**src/rtl/scanout_pkg.sv**
```systemverilog
// Shared types and helpers for the VRAM scanout feeder: pixel formats, FSM states, defaults.
package scanout_pkg;

  localparam int unsigned HActiveDefault = 640;
  localparam int unsigned VActiveDefault = 480;
  localparam int unsigned StrideDefault  = 1024;

  typedef struct packed {
    logic       m;
    logic [4:0] b;
    logic [4:0] g;
    logic [4:0] r;
  } rgb555_t;

  typedef struct packed {
    logic [7:0] r;
    logic [7:0] g;
    logic [7:0] b;
  } rgb888_t;

  typedef enum logic {StIdle, StFetch} state_e;

  // Replicate the top bits so full-scale 5-bit maps to full-scale 8-bit.
  function automatic rgb888_t rgb555_to_888(rgb555_t p);
    rgb888_t c;
    c.r = {p.r, p.r[4:2]};
    c.g = {p.g, p.g[4:2]};
    c.b = {p.b, p.b[4:2]};
    return c;
  endfunction

endpackage

```
**src/rtl/scanout_fifo.sv**
```systemverilog
// Small synchronous FIFO; push and pop in the same cycle are both honoured, even when full or empty.
module scanout_fifo #(
  parameter int unsigned Width = 25,
  parameter int unsigned Depth = 8,
  localparam int unsigned PtrW = $clog2(Depth),
  localparam int unsigned CntW = PtrW + 1
) (
  input  logic             clk_i,
  input  logic             rst_i,
  input  logic             push_i,
  input  logic [Width-1:0] wdata_i,
  input  logic             pop_i,
  output logic [Width-1:0] rdata_o,
  output logic             full_o,
  output logic             empty_o,
  output logic [CntW-1:0]  count_o
);

  logic [Width-1:0] mem_q [Depth];
  logic [PtrW-1:0]  wr_ptr_q, rd_ptr_q;
  logic [CntW-1:0]  count_q, count_d;
  logic             do_push, do_pop, bypass;

  assign empty_o = (count_q == '0);
  assign full_o  = (count_q == CntW'(Depth));
  assign count_o = count_q;

  // Push+pop on an empty FIFO passes the word straight through without storing it.
  assign bypass  = empty_o & push_i & pop_i;
  assign do_pop  = pop_i & ~empty_o;
  assign do_push = push_i & ~bypass & (~full_o | pop_i);
  assign rdata_o = empty_o ? wdata_i : mem_q[rd_ptr_q];

  always_comb begin
    count_d = count_q;
    case ({do_push, do_pop})
      2'b10:   count_d = count_q + CntW'(1);
      2'b01:   count_d = count_q - CntW'(1);
      default: count_d = count_q;
    endcase
  end

  always_ff @(posedge clk_i) begin
    if (rst_i) begin
      wr_ptr_q <= '0;
      rd_ptr_q <= '0;
      count_q  <= '0;
    end else begin
      if (do_push) wr_ptr_q <= wr_ptr_q + PtrW'(1);
      if (do_pop)  rd_ptr_q <= rd_ptr_q + PtrW'(1);
      count_q <= count_d;
    end
  end

  always_ff @(posedge clk_i) begin
    if (do_push) mem_q[wr_ptr_q] <= wdata_i;
  end

endmodule

```
**src/rtl/vram_scanout.sv**
```systemverilog
// Raster-order VRAM fetch, RGB555->888 expansion and rdy/en pixel handoff to the video stage.
module vram_scanout
  import scanout_pkg::*;
#(
  parameter int unsigned H_ACTIVE   = HActiveDefault,
  parameter int unsigned V_ACTIVE   = VActiveDefault,
  parameter int unsigned STRIDE     = StrideDefault,
  parameter int unsigned ADDR_W     = 19,
  parameter int unsigned FIFO_DEPTH = 8
) (
  input  logic              clk,
  input  logic              rst,
  input  logic              enable,
  input  logic [ADDR_W-1:0] fb_base,
  output logic              mem_rd,
  output logic [ADDR_W-1:0] mem_addr,
  input  logic              mem_gnt,
  input  logic              mem_rvalid,
  input  logic [15:0]       mem_rdata,
  input  logic              rdy,
  output logic [23:0]       data,
  output logic              en,
  output logic              frame_start,
  output logic              underflow,
  input  logic              clr_underflow
);

  localparam int unsigned XW   = $clog2(H_ACTIVE);
  localparam int unsigned YW   = $clog2(V_ACTIVE);
  localparam int unsigned CntW = $clog2(FIFO_DEPTH) + 1;

  state_e            state_q, state_d;
  logic [ADDR_W-1:0] line_q, line_d;
  logic [XW-1:0]     x_q, x_d, rx_q, rx_d;
  logic [YW-1:0]     y_q, y_d, ry_q, ry_d;
  logic [CntW-1:0]   out_q, out_d;
  logic              drop_q, drop_d;
  logic              pend_q, pend_d;
  logic              en_q, fs_q, uf_q, uf_d;
  logic [23:0]       data_q;

  logic              gnt_take, rv_take, want;
  logic              fifo_push, fifo_pop, fifo_full, fifo_empty;
  logic [24:0]       fifo_wdata, fifo_rdata;
  logic [CntW-1:0]   fifo_count;
  logic [CntW:0]     credit_sum;
  logic              unused_full;

  assign unused_full = fifo_full;

  assign credit_sum = {1'b0, fifo_count} + {1'b0, out_q};
  assign mem_rd     = (state_q == StFetch) && (credit_sum < (CntW + 1)'(FIFO_DEPTH));
  assign mem_addr   = line_q + ADDR_W'(x_q);
  assign gnt_take   = mem_rd & mem_gnt;
  // Responses still in flight from before a reset are dropped until the first new grant.
  assign rv_take    = mem_rvalid & ~drop_q;

  assign fifo_push  = rv_take;
  assign fifo_wdata = {rgb555_to_888(rgb555_t'(mem_rdata)), (rx_q == '0) && (ry_q == '0)};
  assign want       = rdy | pend_q;
  assign fifo_pop   = want & ~fifo_empty;

  always_comb begin
    state_d = state_q;
    line_d  = line_q;
    x_d     = x_q;
    y_d     = y_q;
    case (state_q)
      StIdle: begin
        if (enable) begin
          line_d  = fb_base;
          x_d     = '0;
          y_d     = '0;
          state_d = StFetch;
        end
      end
      StFetch: begin
        if (gnt_take) begin
          if (x_q == XW'(H_ACTIVE - 1)) begin
            x_d = '0;
            if (y_q == YW'(V_ACTIVE - 1)) begin
              y_d = '0;
              if (enable) line_d = fb_base;
              else        state_d = StIdle;
            end else begin
              y_d    = y_q + YW'(1);
              line_d = line_q + ADDR_W'(STRIDE);
            end
          end else begin
            x_d = x_q + XW'(1);
          end
        end
      end
      default: state_d = StIdle;
    endcase
  end

  always_comb begin
    out_d  = out_q;
    drop_d = drop_q & ~gnt_take;
    rx_d   = rx_q;
    ry_d   = ry_q;
    case ({gnt_take, rv_take})
      2'b10:   out_d = out_q + CntW'(1);
      2'b01:   out_d = out_q - CntW'(1);
      default: out_d = out_q;
    endcase
    // Response-side raster position identifies pixel (0,0) for the frame tag.
    if (rv_take) begin
      if (rx_q == XW'(H_ACTIVE - 1)) begin
        rx_d = '0;
        ry_d = (ry_q == YW'(V_ACTIVE - 1)) ? '0 : ry_q + YW'(1);
      end else begin
        rx_d = rx_q + XW'(1);
      end
    end
    pend_d = want & fifo_empty;
    uf_d   = clr_underflow ? 1'b0 : (uf_q | (want & fifo_empty));
  end

  always_ff @(posedge clk) begin
    if (rst) begin
      state_q <= StIdle;
      line_q  <= '0;
      x_q     <= '0;
      y_q     <= '0;
      rx_q    <= '0;
      ry_q    <= '0;
      out_q   <= '0;
      drop_q  <= 1'b1;
      pend_q  <= 1'b0;
      en_q    <= 1'b0;
      fs_q    <= 1'b0;
      uf_q    <= 1'b0;
      data_q  <= '0;
    end else begin
      state_q <= state_d;
      line_q  <= line_d;
      x_q     <= x_d;
      y_q     <= y_d;
      rx_q    <= rx_d;
      ry_q    <= ry_d;
      out_q   <= out_d;
      drop_q  <= drop_d;
      pend_q  <= pend_d;
      en_q    <= fifo_pop;
      fs_q    <= fifo_pop & fifo_rdata[0];
      uf_q    <= uf_d;
      if (fifo_pop) data_q <= fifo_rdata[24:1];
    end
  end

  assign data        = data_q;
  assign en          = en_q;
  assign frame_start = fs_q;
  assign underflow   = uf_q;

  scanout_fifo #(
    .Width (25),
    .Depth (FIFO_DEPTH)
  ) u_fifo (
    .clk_i   (clk),
    .rst_i   (rst),
    .push_i  (fifo_push),
    .wdata_i (fifo_wdata),
    .pop_i   (fifo_pop),
    .rdata_o (fifo_rdata),
    .full_o  (fifo_full),
    .empty_o (fifo_empty),
    .count_o (fifo_count)
  );

endmodule

```
**config.mk**
```make
export PLATFORM = sky130hd
export DESIGN_NAME = vram_scanout
export DESIGN_NICKNAME = d
export VERILOG_FILES = /design/src/rtl/scanout_pkg.sv /design/src/rtl/scanout_fifo.sv /design/src/rtl/vram_scanout.sv
export SDC_FILE = /design/constraint.sdc
export NUM_CORES = 1
export LEC_CHECK = 0
export CORE_MARGIN = 2
export CORE_UTILIZATION = 41
export DETAILED_ROUTE_END_ITERATION = 6
export PLACE_DENSITY = 0.58
export SLEW_MARGIN = 25
export SYNTH_ARGS = -nofsm -noshare
export SYNTH_HDL_FRONTEND = slang
export SYNTH_HIERARCHICAL = 1
export SYNTH_SLANG_ARGS = --single-unit
export TNS_END_PERCENT = 50
```
**constraint.sdc**
```tcl
create_clock -name clk -period 14.7 [get_ports clk]
set_clock_uncertainty 0.2 [all_clocks]
set_input_delay 2.94 -clock clk [delete_from_list [all_inputs] [get_ports clk]]
set_output_delay 2.94 -clock clk [all_outputs]
set_load 0.01 [all_outputs]
```
==> summary.txt, run 1 <==
Critical path
  • Critical Path Fanout Max: 6
  • CP Launch Type: flop
  • Critical Path Sink Type: output port
  • Critical path arrival: 3.51 ns
  • Req. time, crit path: 11.56 ns
  • Critical path type: flop to output port

Layout
  • Share of cells above drive strength 1: 0.1326
  • Nets: 1,172
  • Synthesis-to-layout area growth: 18.55%
  • # diodes: 0

Clock network
  • # resized after CTS: 0
  • Clock sink total: 304
  • TritonCTS buffer count: 35
  • Clock Tree Buf Depth: 3
  • Clk slew on worst S/H paths: 0.06 ns
  • CTS Root Cell: clkbuf_16
  • CTS Hold Bufs: 0
  • Postcts setup bufs: 0
  • CTS tree: yes
  • Clock Latency Late Sink: 0.52 ns
  • Number of H-tree levels: 2

GRT
  • Antenna violations before repair: 1
  • Vias in the first global route: 8,374
  • Pin count of the biggest net entering global routing: 70
  • First-pass GRT wire length: 45,840 µm
  • Gr usage total: 0.1731
  • Total grt overflow: 0

Drt
  • Routed wire per std cell: 18.76 µm
  • DR pass1 iterations: 5
  • DRC: 0
  • First DRT Iteration DRCs: 423
  • Vias/cell: 5.452
  • Vias post-DR: 8,319
  • Routed wire length: 28,630 µm
  • Detail Route Antenna Nets: 0

Yosys
  • Yosys synthesis warning count: 6
  • Avg Synthesized Cell Area: 13.08 µm²
  • Net Count, Synth: 1,087
  • Syn Std Cell Area: 13,280 µm²
  • Post-Syn Instances: 1,015

STA
  • Setup-failing EPs final: 0
  • Worst Tran Pin Value: 1.052 ns
  • Slew Limit Fails: 0
  • Max frequency: 150.4 MHz
  • Rel. slew slack: 0.2986
  • Sum Neg Setup Slack: 0 ns
  • RSZ-0062 raised after global routing: no
  • Final Hold Fails: 0
  • Period utilisation layout: 0.4524
  • Crit path time final: 6.650 ns

Floorplanning
  • Starting density of the core: 0.4186
  • Core area: 31,720 µm²
  • Io pins: 89
  • Die area: 33,840 µm²
  • FP Rows: 65
  • Die X-Extent: 184.0 µm
  • Die height: 184.0 µm

Run status
  • Status: completed

Power and ir drop
  • Peak VDD IR: 0.08291 mV
  • PD cells: 122.1 nW/µm²
  • Leakage: 0.005276 µW
  • Total power: 1923 µW

Job
  • Maxcap violations: 0

Place
  • Port Buffers: 87
  • Dpl hpwl: 16,570 µm
  • GP Congestion: 0.7842

Min path
  • Hold WC Path Type: flop to flop
-- sequential cells by signal, indices dropped and copies added (netlist names), named ones only --
name and flops:
u_fifo/mem_q 200, data 24, line_q 19, rx_q 10, x_q 10, ry_q 9, y_q 9, out_q 4
u_fifo/count_o 4, u_fifo/rd_ptr_q 3, u_fifo/wr_ptr_q 3, drop_q 1, en 1, frame_start 1, pend_q 1, state_q 1
underflow 1
-- worst max-delay path, cell delays in order (launching register included) --
cell	delay, ns
dfxtp_1	0.37
ha_1	0.23
fa_1	0.43
a211oi_1	0.37
o211ai_1	0.20
a41oi_1	0.50
nand2b_1	0.19
xnor2_1	0.15
clkdlybuf4s50_1	0.57
-- worst paths after layout --
kind                                   from                             end  slack [ns]  cells past startpoint
max                     x_q[0]$_SDFFE_PP0P_                    mem_addr[12]        8.05                      8
min                    underflow$_SDFF_PP0_            underflow$_SDFF_PP0_        0.25                      2
max reg2reg  u_fifo/count_o[1]$_SDFFE_PP0P_  u_fifo/count_o[2]$_SDFFE_PP0P_        9.75                     13
min reg2reg            underflow$_SDFF_PP0_            underflow$_SDFF_PP0_        0.25                      2
-- metrics by stage --
stage	setup WS (ns)	instances	hold WS, ns	area (µm²)	util
floorplan	7.393	1015	0.2263	13280	-
global placement	7.068	1464	0.2361	14530	0.4581
detailed placement	7.610	1465	0.2419	14560	0.4590
CTS	8.052	1526	0.2495	15740	0.4961
global route	7.826	1526	0.2697	15740	0.4963
finish	8.050	1526	0.2474	15740	0.4963
-- layout by cell type, fill, tap and decap left out, types with 26 or more instances in the layout --
cell / n
xor2_1: 31
mux4_2: 50
nand2_1: 103
clkbuf_16: 35
nor2_1: 58
nand4_1: 26
dfxtp_1: 101
mux2i_1: 37
clkdlybuf4s50_1: 86
ha_1: 28
edfxtp_1: 200
a21oi_1: 70
o21ai_0: 48
-- area by class of cell --
class	instances	area (µm²)
inverter	21	82.58
timing repair buffer	101	993.5
fill	2762	15980
sequential	304	8094
tap	402	503.0
multi-input combinational	637	4890
clock inverter	17	239.0
clock buffer	44	939.7
-- where the power goes --
group	leakage (µW)	internal, µW	total [µW]	switching, µW
clock	0.000582	544	882	339
sequential	0.00264	921	931	10.0
combinational	0.00205	45.2	109	63.6
total	0.00528	1510	1920	412
-- per-layer routing --
metal | track usage | vias up | part of all wire
li1 | - | 4014 | -
met1 | 0.2270 | 4087 | 0.45
met2 | 0.2972 | 175 | 0.48
met3 | 0.02754 | 41 | 0.043
met4 | 0.04992 | 2 | 0.019
met5 | 0 | - | 0.00052
No activity file was read; power rests on OpenSTA's default activity.
==> run 2, diff against run 1 <==
Settings changed: PLACE_DENSITY 0.58 to 0.6.
Clock period 14.7 ns to 5.8 ns, I/O delays scaled along.
==> summary.txt, run 2 (synthesis gave the netlist of run 1 again) <==
Layout
  • # diodes: 0 (unchanged)
  • Max FFs per register: 200 (unchanged)
  • Most frequent cells in the layout: 200 x edfxtp_1, 103 x nand2_1, 101 x dfxtp_1 (unchanged)
  • Largest reg by FF count: u_fifo/mem_q (unchanged)
  • Final std cell area, no fill: 15,640 µm² (was 15,740 µm²)
  • Share of cells above drive strength 1: 0.1297 (was 0.1326)
  • Nets: 1,173 (was 1,172)
  • Fill cell count: 2,763 (was 2,762)
  • Synthesis-to-layout area growth: 17.77% (was 18.55%)
  • Commonest non-fill, non-tap cell in the layout: edfxtp_1 (unchanged)

Critical path
  • Critical Path Sink Type: output port (unchanged)
  • Critical Path Fanout Max: 6 (unchanged)
  • FF-to-FF path depth: 13 (unchanged)
  • R2R Path End: u_fifo/count_o[2]$_SDFFE_PP0P_ (unchanged)
  • Crit. Startpoint: x_q[0]$_SDFFE_PP0P_ (unchanged)
  • Critical path arrival: 3.50 ns (was 3.51 ns)
  • Req. time, crit path: 4.44 ns (was 11.56 ns)
  • Critical path type: flop to output port (unchanged)
  • R2R Path Start: u_fifo/count_o[1]$_SDFFE_PP0P_ (unchanged)
  • CP Launch Type: flop (unchanged)
  • Reg2Reg Setup Slack: 1.49 ns (was 9.75 ns)

STA
  • Slew Limit Fails: 0 (unchanged)
  • Final Hold Fails: 0 (unchanged)
  • Final worst slack: 0.9376 ns (was 8.050 ns)
  • Max frequency: 205.7 MHz
  • Sum Neg Setup Slack: 0 ns (unchanged)
  • RSZ-0062 raised after global routing: no (unchanged)
  • Period utilisation layout: 0.8383
  • Setup-failing EPs final: 0 (unchanged)
  • Worst Tran Pin Value: 1.012 ns (was 1.052 ns)
  • Crit path time final: 4.862 ns
  • Hold Worst Slack: 0.2532 ns (was 0.2474 ns)
  • Rel. slew slack: 0.3253 (was 0.2986)

GRT
  • Pin count of the biggest net entering global routing: 58 (was 70)
  • Gr usage total: 0.1692 (was 0.1731)
  • Vias in the first global route: 8,053 (was 8,374)
  • Antenna violations before repair: 1 (unchanged)
  • Total grt overflow: 0 (unchanged)
  • First-pass GRT wire length: 45,020 µm (was 45,840 µm)

Place
  • GP Congestion: 0.8149 (was 0.7842)
  • Placed inst area: 14,590 µm² (was 14,560 µm²)
  • Dpl hpwl: 17,040 µm (was 16,570 µm)
  • Port Buffers: 87 (unchanged)
  • Pre-CTS setup slack: 1.117 ns (was 7.610 ns)

Floorplanning
  • Die area: 33,840 µm² (unchanged)
  • Die X-Extent: 184.0 µm (unchanged)
  • FP Rows: 65 (unchanged)
  • Die height: 184.0 µm (unchanged)
  • Io pins: 89 (unchanged)
  • Core area: 31,720 µm² (unchanged)
  • Starting density of the core: 0.4186 (unchanged)

Clock network
  • Clock Tree Buf Depth: 3 (unchanged)
  • Clk slew on worst S/H paths: 0.06 ns (about the same)
  • Clock sink total: 304 (unchanged)
  • Postcts setup bufs: 0 (unchanged)
  • CTS Hold Bufs: 0 (unchanged)
  • CTS Root Cell: clkbuf_16 (unchanged)
  • Number of H-tree levels: 1 (was 2)
  • TritonCTS buffer count: 31 (was 35)
  • Clock Latency Late Sink: 0.56 ns (was 0.52 ns)
  • CTS tree: yes (unchanged)
  • # resized after CTS: 0 (unchanged)

Min path
  • Hold path depth: 2 (unchanged)
  • Hold WC Path Type: flop to flop (unchanged)
  • Hold wc startpoint: data[5]$_SDFFE_PP0P_ (was underflow$_SDFF_PP0_)
  • Worst Hold End: data[5]$_SDFFE_PP0P_ (was underflow$_SDFF_PP0_)

Drt
  • Vias/cell: 5.394 (was 5.452)
  • DRC: 0 (unchanged)
  • Detail Route Antenna Nets: 0 (unchanged)
  • Vias post-DR: 8,242 (was 8,319)
  • Routed wire length: 28,570 µm (was 28,630 µm)
  • Routed wire per std cell: 18.70 µm (was 18.76 µm)
  • First DRT Iteration DRCs: 549 (was 423)
  • DR pass1 iterations: 5 (unchanged)

Job
  • Maxcap violations: 0 (unchanged)

Power and ir drop
  • PD cells: 297.1 nW/µm² (was 122.1 nW/µm²)
  • Leakage: 0.005222 µW (was 0.005276 µW)
  • Peak VDD IR: 0.2497 mV (was 0.08291 mV)

Run status
  • Status: completed (unchanged)
[run 2: per-layer routing]
metal | GRT usage | up-vias | part of all wire
met5 | 0 | - | 0.00049
met4 | 0.03072 | 2 | 0.0096
met3 | 0.02437 | 28 | 0.053
met2 | 0.2925 | 188 | 0.48
met1 | 0.2294 | 4005 | 0.46
li1 | - | 4019 | -
[run 2: worst max-delay path by stage]
stage                     slack [ns]  cells after the start                        endpoint
after CTS                       0.92                      8                    mem_addr[12]
final                           0.94                      8                    mem_addr[12]
after global placement          1.12                     13  u_fifo/count_o[2]$_SDFFE_PP0P_
after floorplan                 0.27                      8    u_fifo/mem_q[0][0]$_DFFE_PP_
after global routing            0.70                      8                    mem_addr[12]
after detailed placement        1.12                     11  u_fifo/count_o[3]$_SDFFE_PP0P_
[run 2: stage by stage]
stage / utilization / cells / power (µW)
6_report: 0.4930 / 1528 / 4646
5_1_grt: 0.4930 / 1528 / 4829
4_1_cts: 0.4929 / 1528 / 4703
3_5_place_dp: 0.4601 / 1470 / 2686
3_3_place_gp: 0.4593 / 1469 / 2681
2_1_floorplan: - / 1015 / 2556
[run 2: cell type report]
cell class | instances | area [µm²] | share of cell area
clock buffer | 44 | 877.1 | 0.05609
clock inverter | 14 | 161.4 | 0.01032
inverter | 21 | 81.33 | 0.005201
multi-input combinational | 637 | 4890 | 0.3127
sequential | 304 | 8094 | 0.5176
tap | 402 | 503.0 | 0.03217
timing repair buffer | 106 | 1031 | 0.06593
[run 2: report_power, final]
part           total, µW  switching, µW  internal, µW
clock               2010            821          1190
combinational        276            160           116
sequential          2360           25.6          2330
total               4650           1010          3640
[run 2: critical path, cell delays in order (launching register included)]
cell             delay (ns)
dfxtp_1                0.36
ha_1                   0.23
fa_1                   0.42
a211oi_1               0.36
o211ai_1               0.19
a41oi_1                0.50
nand2b_1               0.19
xnor2_1                0.12
clkdlybuf4s50_1        0.56
